`src/rtl/cwc_capture_ctrl_if.sv`:
```
// Signal bundle between the capture sequencer and its control, probe, sample-RAM and readout neighbours.
// The master modport is the sequencer side and the slave modport is the environment side.
interface cwc_capture_ctrl_if #(
    parameter int DATA_W = 32,
    parameter int ADDR_W = 10
);
    logic              arm;
    logic              abort;
    logic [ADDR_W-1:0] pre_trig;
    logic [DATA_W-1:0] trig_mask;
    logic [DATA_W-1:0] trig_value;
    logic              sample_en;
    logic [DATA_W-1:0] probe;
    logic              ram_we;
    logic [ADDR_W-1:0] ram_waddr;
    logic [DATA_W-1:0] ram_wdata;
    logic              ram_re;
    logic [ADDR_W-1:0] ram_raddr;
    logic [DATA_W-1:0] ram_rdata;
    logic              rd_start;
    logic              out_valid;
    logic              out_ready;
    logic [DATA_W-1:0] out_data;
    logic              out_last;
    logic              busy;
    logic              triggered;
    logic              done;
    logic [ADDR_W-1:0] trig_addr;

    modport master (
        input  arm, abort, pre_trig, trig_mask, trig_value, sample_en, probe,
        input  ram_rdata, rd_start, out_ready,
        output ram_we, ram_waddr, ram_wdata, ram_re, ram_raddr,
        output out_valid, out_data, out_last, busy, triggered, done, trig_addr
    );

    modport slave (
        output arm, abort, pre_trig, trig_mask, trig_value, sample_en, probe,
        output ram_rdata, rd_start, out_ready,
        input  ram_we, ram_waddr, ram_wdata, ram_re, ram_raddr,
        input  out_valid, out_data, out_last, busy, triggered, done, trig_addr
    );
endinterface

```
`src/rtl/cwc_capture_ctrl.sv`:
```
// Capture sequencer: pre-trigger ring fill, mask/value trigger, post fill, then in-order playback of the window.
// RAM writes follow sample_en in the same cycle; readout has one cycle of RAM latency and stops issuing while out_valid && !out_ready.
module cwc_capture_ctrl #(
    parameter int DATA_W = 32,
    parameter int DEPTH  = 1024,
    parameter int ADDR_W = 10
) (
    input logic                i_clk,
    input logic                i_rst,
    cwc_capture_ctrl_if.master io_bus
);
    typedef enum logic [2:0] {
        S_IDLE, S_PRE, S_WAIT_TRIG, S_POST, S_DONE, S_READ
    } state_t;

    localparam logic [ADDR_W-1:0] LP_MAX   = ADDR_W'(DEPTH - 1);
    localparam logic [ADDR_W:0]   LP_DEPTH = (ADDR_W + 1)'(DEPTH);
    localparam logic [ADDR_W:0]   LP_LAST  = (ADDR_W + 1)'(DEPTH - 1);

    state_t            r_state;
    state_t            w_next;
    logic [ADDR_W-1:0] r_wptr;
    logic [ADDR_W-1:0] r_cnt;
    logic [ADDR_W-1:0] r_pre;
    logic [ADDR_W-1:0] r_trig_addr;
    logic [ADDR_W-1:0] r_rptr;
    logic [ADDR_W:0]   r_issued;
    logic [DATA_W-1:0] r_mask;
    logic [DATA_W-1:0] r_value;
    logic              r_trig;
    logic              r_out_valid;
    logic              r_out_last;

    logic              w_capturing;
    logic              w_we;
    logic              w_hit;
    logic              w_re;
    logic              w_hs;
    logic              w_arm_ok;
    logic              w_rd_go;
    logic              w_busy;
    logic              w_done;
    logic [ADDR_W-1:0] w_cnt_inc;
    logic [ADDR_W-1:0] w_post_len;
    logic [ADDR_W-1:0] w_pre_clip;

    assign w_capturing = (r_state == S_PRE) || (r_state == S_WAIT_TRIG) || (r_state == S_POST);
    assign w_we        = w_capturing && io_bus.sample_en && !io_bus.abort;
    assign w_hit       = (r_state == S_WAIT_TRIG) && w_we &&
                         (((io_bus.probe ^ r_value) & r_mask) == '0);
    assign w_cnt_inc   = r_cnt + 1'b1;
    assign w_post_len  = LP_MAX - r_pre;
    assign w_pre_clip  = (io_bus.pre_trig > LP_MAX) ? LP_MAX : io_bus.pre_trig;
    assign w_arm_ok    = io_bus.arm && !io_bus.abort &&
                         ((r_state == S_IDLE) || (r_state == S_DONE));
    assign w_rd_go     = (r_state == S_DONE) && io_bus.rd_start && !io_bus.arm && !io_bus.abort;
    // Issue only when the output slot is free or being drained, so ram_rdata never changes under a stall.
    assign w_re        = (r_state == S_READ) && !io_bus.abort &&
                         (!r_out_valid || io_bus.out_ready) && (r_issued < LP_DEPTH);
    assign w_hs        = r_out_valid && io_bus.out_ready;

    always_ff @(posedge i_clk) begin
        if (i_rst) r_state <= S_IDLE;
        else       r_state <= w_next;
    end

    always_comb begin
        w_next = r_state;
        w_busy = (r_state != S_IDLE) && (r_state != S_DONE);
        w_done = (r_state == S_DONE);
        if (io_bus.abort) begin
            w_next = S_IDLE;
        end else begin
            case (r_state)
                S_IDLE, S_DONE: begin
                    if (w_arm_ok)     w_next = (w_pre_clip == '0) ? S_WAIT_TRIG : S_PRE;
                    else if (w_rd_go) w_next = S_READ;
                end
                S_PRE:       if (w_we && (w_cnt_inc == r_pre)) w_next = S_WAIT_TRIG;
                S_WAIT_TRIG: if (w_hit) w_next = (w_post_len == '0) ? S_DONE : S_POST;
                S_POST:      if (w_we && (w_cnt_inc == w_post_len)) w_next = S_DONE;
                S_READ:      if (w_hs && r_out_last) w_next = S_DONE;
                default:     w_next = S_IDLE;
            endcase
        end
    end

    always_ff @(posedge i_clk) begin
        if (i_rst) begin
            r_wptr      <= '0;
            r_cnt       <= '0;
            r_pre       <= '0;
            r_trig_addr <= '0;
            r_rptr      <= '0;
            r_issued    <= '0;
            r_mask      <= '0;
            r_value     <= '0;
            r_trig      <= 1'b0;
            r_out_valid <= 1'b0;
            r_out_last  <= 1'b0;
        end else if (io_bus.abort) begin
            r_trig      <= 1'b0;
            r_out_valid <= 1'b0;
            r_out_last  <= 1'b0;
        end else begin
            if (w_arm_ok) begin
                r_pre   <= w_pre_clip;
                r_mask  <= io_bus.trig_mask;
                r_value <= io_bus.trig_value;
                r_trig  <= 1'b0;
                r_wptr  <= '0;
                r_cnt   <= '0;
            end
            if (w_we) begin
                r_wptr <= r_wptr + 1'b1;
                r_cnt  <= w_cnt_inc;
            end
            // The post-trigger count starts from the trigger sample itself.
            if (w_hit) begin
                r_trig_addr <= r_wptr;
                r_trig      <= 1'b1;
                r_cnt       <= '0;
            end
            if (w_rd_go) begin
                r_rptr   <= r_trig_addr - r_pre;
                r_issued <= '0;
            end
            if (w_re) begin
                r_rptr      <= r_rptr + 1'b1;
                r_issued    <= r_issued + 1'b1;
                r_out_valid <= 1'b1;
                r_out_last  <= (r_issued == LP_LAST);
            end else if (w_hs) begin
                r_out_valid <= 1'b0;
                r_out_last  <= 1'b0;
            end
        end
    end

    assign io_bus.ram_we    = w_we;
    assign io_bus.ram_waddr = r_wptr;
    assign io_bus.ram_wdata = w_we ? io_bus.probe : '0;
    assign io_bus.ram_re    = w_re;
    assign io_bus.ram_raddr = r_rptr;
    assign io_bus.out_valid = r_out_valid;
    assign io_bus.out_data  = r_out_valid ? io_bus.ram_rdata : '0;
    assign io_bus.out_last  = r_out_last;
    assign io_bus.busy      = w_busy;
    assign io_bus.triggered = r_trig;
    assign io_bus.done      = w_done;
    assign io_bus.trig_addr = r_trig_addr;
endmodule

```
`src/flat_wrapper.sv`:
```
// flat-port wrapper written by rule: the top's interface ports become plain ports
module cwc_capture_ctrl_flat 
#(
    parameter int DATA_W = 32,
    parameter int DEPTH  = 1024,
    parameter int ADDR_W = 10
)
  (i_clk, i_rst, io_bus_arm, io_bus_abort, io_bus_pre_trig, io_bus_trig_mask, io_bus_trig_value, io_bus_sample_en, io_bus_probe, io_bus_ram_rdata, io_bus_rd_start, io_bus_out_ready, io_bus_ram_we, io_bus_ram_waddr, io_bus_ram_wdata, io_bus_ram_re, io_bus_ram_raddr, io_bus_out_valid, io_bus_out_data, io_bus_out_last, io_bus_busy, io_bus_triggered, io_bus_done, io_bus_trig_addr);
  cwc_capture_ctrl_if #(.DATA_W(DATA_W), .ADDR_W(ADDR_W)) io_bus_i ();
  input logic i_clk;
  input logic i_rst;
  input wire logic [$bits(io_bus_i.arm)-1:0] io_bus_arm;
  input wire logic [$bits(io_bus_i.abort)-1:0] io_bus_abort;
  input wire logic [$bits(io_bus_i.pre_trig)-1:0] io_bus_pre_trig;
  input wire logic [$bits(io_bus_i.trig_mask)-1:0] io_bus_trig_mask;
  input wire logic [$bits(io_bus_i.trig_value)-1:0] io_bus_trig_value;
  input wire logic [$bits(io_bus_i.sample_en)-1:0] io_bus_sample_en;
  input wire logic [$bits(io_bus_i.probe)-1:0] io_bus_probe;
  input wire logic [$bits(io_bus_i.ram_rdata)-1:0] io_bus_ram_rdata;
  input wire logic [$bits(io_bus_i.rd_start)-1:0] io_bus_rd_start;
  input wire logic [$bits(io_bus_i.out_ready)-1:0] io_bus_out_ready;
  output wire logic [$bits(io_bus_i.ram_we)-1:0] io_bus_ram_we;
  output wire logic [$bits(io_bus_i.ram_waddr)-1:0] io_bus_ram_waddr;
  output wire logic [$bits(io_bus_i.ram_wdata)-1:0] io_bus_ram_wdata;
  output wire logic [$bits(io_bus_i.ram_re)-1:0] io_bus_ram_re;
  output wire logic [$bits(io_bus_i.ram_raddr)-1:0] io_bus_ram_raddr;
  output wire logic [$bits(io_bus_i.out_valid)-1:0] io_bus_out_valid;
  output wire logic [$bits(io_bus_i.out_data)-1:0] io_bus_out_data;
  output wire logic [$bits(io_bus_i.out_last)-1:0] io_bus_out_last;
  output wire logic [$bits(io_bus_i.busy)-1:0] io_bus_busy;
  output wire logic [$bits(io_bus_i.triggered)-1:0] io_bus_triggered;
  output wire logic [$bits(io_bus_i.done)-1:0] io_bus_done;
  output wire logic [$bits(io_bus_i.trig_addr)-1:0] io_bus_trig_addr;
  assign io_bus_i.arm = io_bus_arm;
  assign io_bus_i.abort = io_bus_abort;
  assign io_bus_i.pre_trig = io_bus_pre_trig;
  assign io_bus_i.trig_mask = io_bus_trig_mask;
  assign io_bus_i.trig_value = io_bus_trig_value;
  assign io_bus_i.sample_en = io_bus_sample_en;
  assign io_bus_i.probe = io_bus_probe;
  assign io_bus_i.ram_rdata = io_bus_ram_rdata;
  assign io_bus_i.rd_start = io_bus_rd_start;
  assign io_bus_i.out_ready = io_bus_out_ready;
  assign io_bus_ram_we = io_bus_i.ram_we;
  assign io_bus_ram_waddr = io_bus_i.ram_waddr;
  assign io_bus_ram_wdata = io_bus_i.ram_wdata;
  assign io_bus_ram_re = io_bus_i.ram_re;
  assign io_bus_ram_raddr = io_bus_i.ram_raddr;
  assign io_bus_out_valid = io_bus_i.out_valid;
  assign io_bus_out_data = io_bus_i.out_data;
  assign io_bus_out_last = io_bus_i.out_last;
  assign io_bus_busy = io_bus_i.busy;
  assign io_bus_triggered = io_bus_i.triggered;
  assign io_bus_done = io_bus_i.done;
  assign io_bus_trig_addr = io_bus_i.trig_addr;
  cwc_capture_ctrl #(.DATA_W(DATA_W), .DEPTH(DEPTH), .ADDR_W(ADDR_W)) u_core (.i_clk(i_clk), .i_rst(i_rst), .io_bus(io_bus_i));
endmodule
```
`config.mk`:
```
export PLATFORM = sky130hd
export DESIGN_NAME = cwc_capture_ctrl_flat
export DESIGN_NICKNAME = d
export VERILOG_FILES = /design/src/rtl/cwc_capture_ctrl_if.sv /design/src/rtl/cwc_capture_ctrl.sv /design/src/flat_wrapper.sv
export SDC_FILE = /design/constraint.sdc
export NUM_CORES = 1
export LEC_CHECK = 0
export ABC_AREA = 1
export CORE_MARGIN = 2
export CORE_UTILIZATION = 40
export CTS_CLUSTER_DIAMETER = 80
export CTS_CLUSTER_SIZE = 28
export DETAILED_ROUTE_END_ITERATION = 7
export GPL_TIMING_DRIVEN = 0
export PLACE_DENSITY_LB_ADDON = 0.2
export SETUP_SLACK_MARGIN = 0.4
export SYNTH_ARGS = -nofsm -noshare
export SYNTH_HDL_FRONTEND = slang
export SYNTH_SLANG_ARGS = --single-unit
```
`constraint.sdc`:
```
create_clock -name i_clk -period 2.15 [get_ports i_clk]
set_input_delay 0.43 -clock i_clk [delete_from_list [all_inputs] [get_ports i_clk]]
set_output_delay 0.43 -clock i_clk [all_outputs]
set_load 0.02 [all_outputs]
```
==> results summary <==
The cell area after placement came out at 9830 sq um. The launch point of the worst reg-to-reg path is u_core.r_state[0]. The y dimension of the die is roughly 140 microns. The total negative slack for setup checks is 0 ns. The combinational group share of total power is between 20% and 30%.

The number of nets in the layout is around 1600. The flow ran to the end, and the final reports show no timing, DRC or antenna violations. The static leakage power came out at around 5.6 nW. Per report_power, the sequential group accounts for 38.3% of the total.

The maximum clock rate came out at approximately 480 MHz. The portion of the post-synthesis area used by sequential elements is a little under two fifths. The cell count after synthesis came out at around 1100. The path category of the worst min-delay check is reg -> reg. The fraction of power spent switching nets is about 30%.

The fraction of layout instances using a drive strength above 1 came out at 29.1%. STA classifies the critical path startpoint as a flop. The average wire length per cell after detail routing came out at around 16 microns. The area of the core region came out at approximately 17000 sq um. The initial utilization of the core area, before any placement, comes to between 40% and 50%. For this run, the leading register cell type out of synthesis is dfxtp_1. Hold is met by roughly 0.47 ns. The tree is rooted in a clkbuf_16.

The level count of the clock H-tree came out at 4. The fraction of registers with async set or reset after synthesis is 0%. The power density over cell area came out at 571 nW/um^2. At the later pin of the worst-skew pair, clock insertion delay measures 0.43 ns.

The flip-flop and latch count after synthesis is roughly 130. The number of iterations in the first detailed-routing pass is 5. The critical path startpoint is u_core.r_state[0].

The buffer levels on the longest clock path came out at 2. The worst slack at placement is -0.903 ns. The repair_antennas step left the layout with diodes totalling 0. The worst slew slack as a fraction of its limit came out at roughly 62%.

The clock-pin slew on the worst setup and hold paths is approximately 0.06 ns. The clock network is responsible for between 40% and 50% of the overall power. The sum of routed wire length over all layers came out at 27200 microns. The slew at the pin closest to its max-slew limit came out at ~0.56 ns. The global-route met1 utilization is between 30% and 40%. The overall via count from detail_route is between 8000 and 9000. The path type of the worst setup path is reg -> out.

Setup repair after global routing could not meet its margin everywhere. After Yosys synthesis, full adders, half adders and majority gates account for 2.58% of the synthesized area. For the worst setup path, the data required time is 1.72 ns. In the layout the commonest cells are nand2_1, nor2_1, clkdlybuf4s50_1. The count of final max-slew check failures came out at 0. The library cell used most frequently in the layout, excluding fill and tap cells, is nand2_1. The slack of the critical path is 0.0862 ns. After detailed routing, the number of remaining DRC violations is 0.

The total standard cell area after synthesis came out at 7080 sq um. STA classifies the critical path endpoint as a primary output. The via count of the first global-routing pass is 7836. Measured along the x axis, the die boundary spans 137 microns.

The max-capacitance violation count came out at 0. The number of buffers inserted by hold repair at cts is 0. Once detail routing completed, the nets flagged for antenna violations numbered 0.

For met3 alone, demand over resource in global routing was ~6%. The unique cell type count in the Yosys netlist is between 40 and 50. The post-synthesis share of cell area spent on and, or, nand and nor gates came out at 32.7%. The number of standard-cell rows in the floorplan came out at between 40 and 50.

The first global-routing pass estimated between 30000 and 40000 microns of wire. The final number of hold-violating endpoints came out at 0. The last weighted congestion value of the routability-driven placer came out at 0.918. The startpoint identified for the worst hold timing path is u_core.io_bus.triggered. The number of clock buffers added by TritonCTS is 17. The sink count of the clock tree is ~130. The total number of yosys warnings is 0.

The detailed placer's ending HPWL is 18600 microns. The synthesized design contains 0 enable-type register cells. For this run, global-route usage on met2 was measured as around 46%. The placed instance count is 1573. VDD sags by at most a little under 0.7 mV.

TritonCTS built the clock tree. The detail-routed via count per cell is approximately 5.1. The post-layout minimum cycle time is approximately 2.1 ns. Of the post-synthesis cell area, the part taken by muxes is 0%. The area added between synthesis and finish came out at 70.6%.

The global routing stage identified its most utilized layer as met2. In this run the worst path has a maximum fanout of 7. Synthesis produced a netlist with a net count of roughly 1300. After the flow finishes, the layout carries non-filler instances totaling approximately 1700. The part of the cycle the worst path needs is between 90% and 100%. After routing the design area is ~12000 sq um. The average instance in the mapped netlist occupies about 6.4 sq um. The total I/O pin count is roughly 250. The total routing resource utilization after global routing is a little over a quarter. The critical path arrival came out at 1.63 ns. The area enclosed by the die boundary is ~19000 sq um.

Entering global routing, the biggest net connects 17 pins. The post-synthesis compound-gate area fraction is between 10% and 20%. The final worst clock skew came out at about 0.014 ns. Summed over all layers, the global routing overflow is 0. The initial detailed-routing violation count is around 570. Setup violations remaining at the end of the flow were counted as 0. The initial antenna violation count is 0. The internal cell power came out at 0.00482 W. The xor-xnor portion of the synthesized cell area is about 1.1%.

By area, the combinational part of the netlist is dominated by simple AND/OR/NAND/NOR gates. The analysis attributes to net switching a power of slightly above 0.002 W. The number of input and output port buffers inserted came out at 245.
worst paths after layout:
path / cells past startpoint / to / slack [ns]
setup reg to reg: 11 / u_core.r_issued[8] / 0.17
hold / removal: 2 / u_core.io_bus.triggered / 0.47
hold reg to reg: 2 / u_core.io_bus.triggered / 0.47
setup / recovery: 6 / io_bus_ram_wdata[12] / 0.09
synthesized netlist by cell type, drive strengths merged (8+ instances only):
cell    instances  area (sq um)
a21oi          84           432
clkbuf         36           135
dfxtp         131          2620
ha             13           163
inv           157           589
nand2         217           822
nand3          76           390
nand4          13          81.3
nor2          192           751
nor3           19           110
o21a            8          60.1
o21ai         101           505
or2            11          71.3
registers in the layout, summed over array words and instances (netlist names):
| register | flops |
|---|---|
| u_core.io_bus.out_last | 1 |
| u_core.io_bus.out_valid | 1 |
| u_core.io_bus.ram_raddr | 10 |
| u_core.io_bus.ram_waddr | 10 |
| u_core.io_bus.trig_addr | 10 |
| u_core.io_bus.triggered | 1 |
| u_core.r_cnt | 10 |
| u_core.r_issued | 11 |
| u_core.r_mask | 32 |
| u_core.r_pre | 10 |
| u_core.r_state | 3 |
| u_core.r_value | 32 |
worst max-delay path: stages, from the launching register on:
cell	delay, ns
dfxtp_4	0.36
nor2_4	0.05
inv_4	0.06
nand3_4	0.23
clkbuf_16	0.27
nor2_4	0.10
buf_6	0.12
final cells by class:
type                            count  area (sq um)
Inverter                          158           607
Sequential cell                   131          2660
Multi-Input combinational cell    776          4550
Clock buffer                       19           464
Clock inverter                     13           110
Buffer                             40           349
Timing Repair Buffer              304          3050
Tap cell                          225           282
Fill cell                        1421          5220
metrics by stage:
stage	total power, W	util (%)
3_5_place_dp	0.00380	56.9
6_report	0.00689	69.8
3_3_place_gp	0.00379	56.9
4_1_cts	0.00679	64.6
5_1_grt	0.00716	69.8
2_1_floorplan	0.00327	-
cell families (layout without fill, tap and decap cells):
family | after synthesis | after routing
AND/OR/NAND/NOR | 541 | 543
AO/OA/AOI/OAI | 210 | 210
buffers and inverters | 198 | 534
flip-flops | 131 | 131
adder cells (fa/ha/maj) | 14 | 14
XOR/XNOR | 9 | 9
power groups by stage:
| stage | Sequential, W | Clock (W) | Combinational, W |
|---|---|---|---|
| 2_1_floorplan | 0.00267 | 0 | 0.000596 |
| 3_3_place_gp | 0.00269 | 0 | 0.00110 |
| 3_5_place_dp | 0.00269 | 0 | 0.00111 |
| 4_1_cts | 0.00264 | 0.00286 | 0.00129 |
| 5_1_grt | 0.00265 | 0.00297 | 0.00153 |
| 6_report | 0.00264 | 0.00285 | 0.00140 |
layer usage:
metal / routed length, microns / share of wire, %
met5: 0 / 0
met4: 766 / 2.8
met3: 1620 / 6.0
met2: 13500 / 50
met1: 11300 / 42
repair_timing:
item | CTS | global route
cloned | 5 | 4
pin swaps | 35 | 31
resized for setup | 562 | 278
setup endpoints to repair | 227 | 174
buffers inserted | 38 | 14
(Power assumes the default switching activity.)
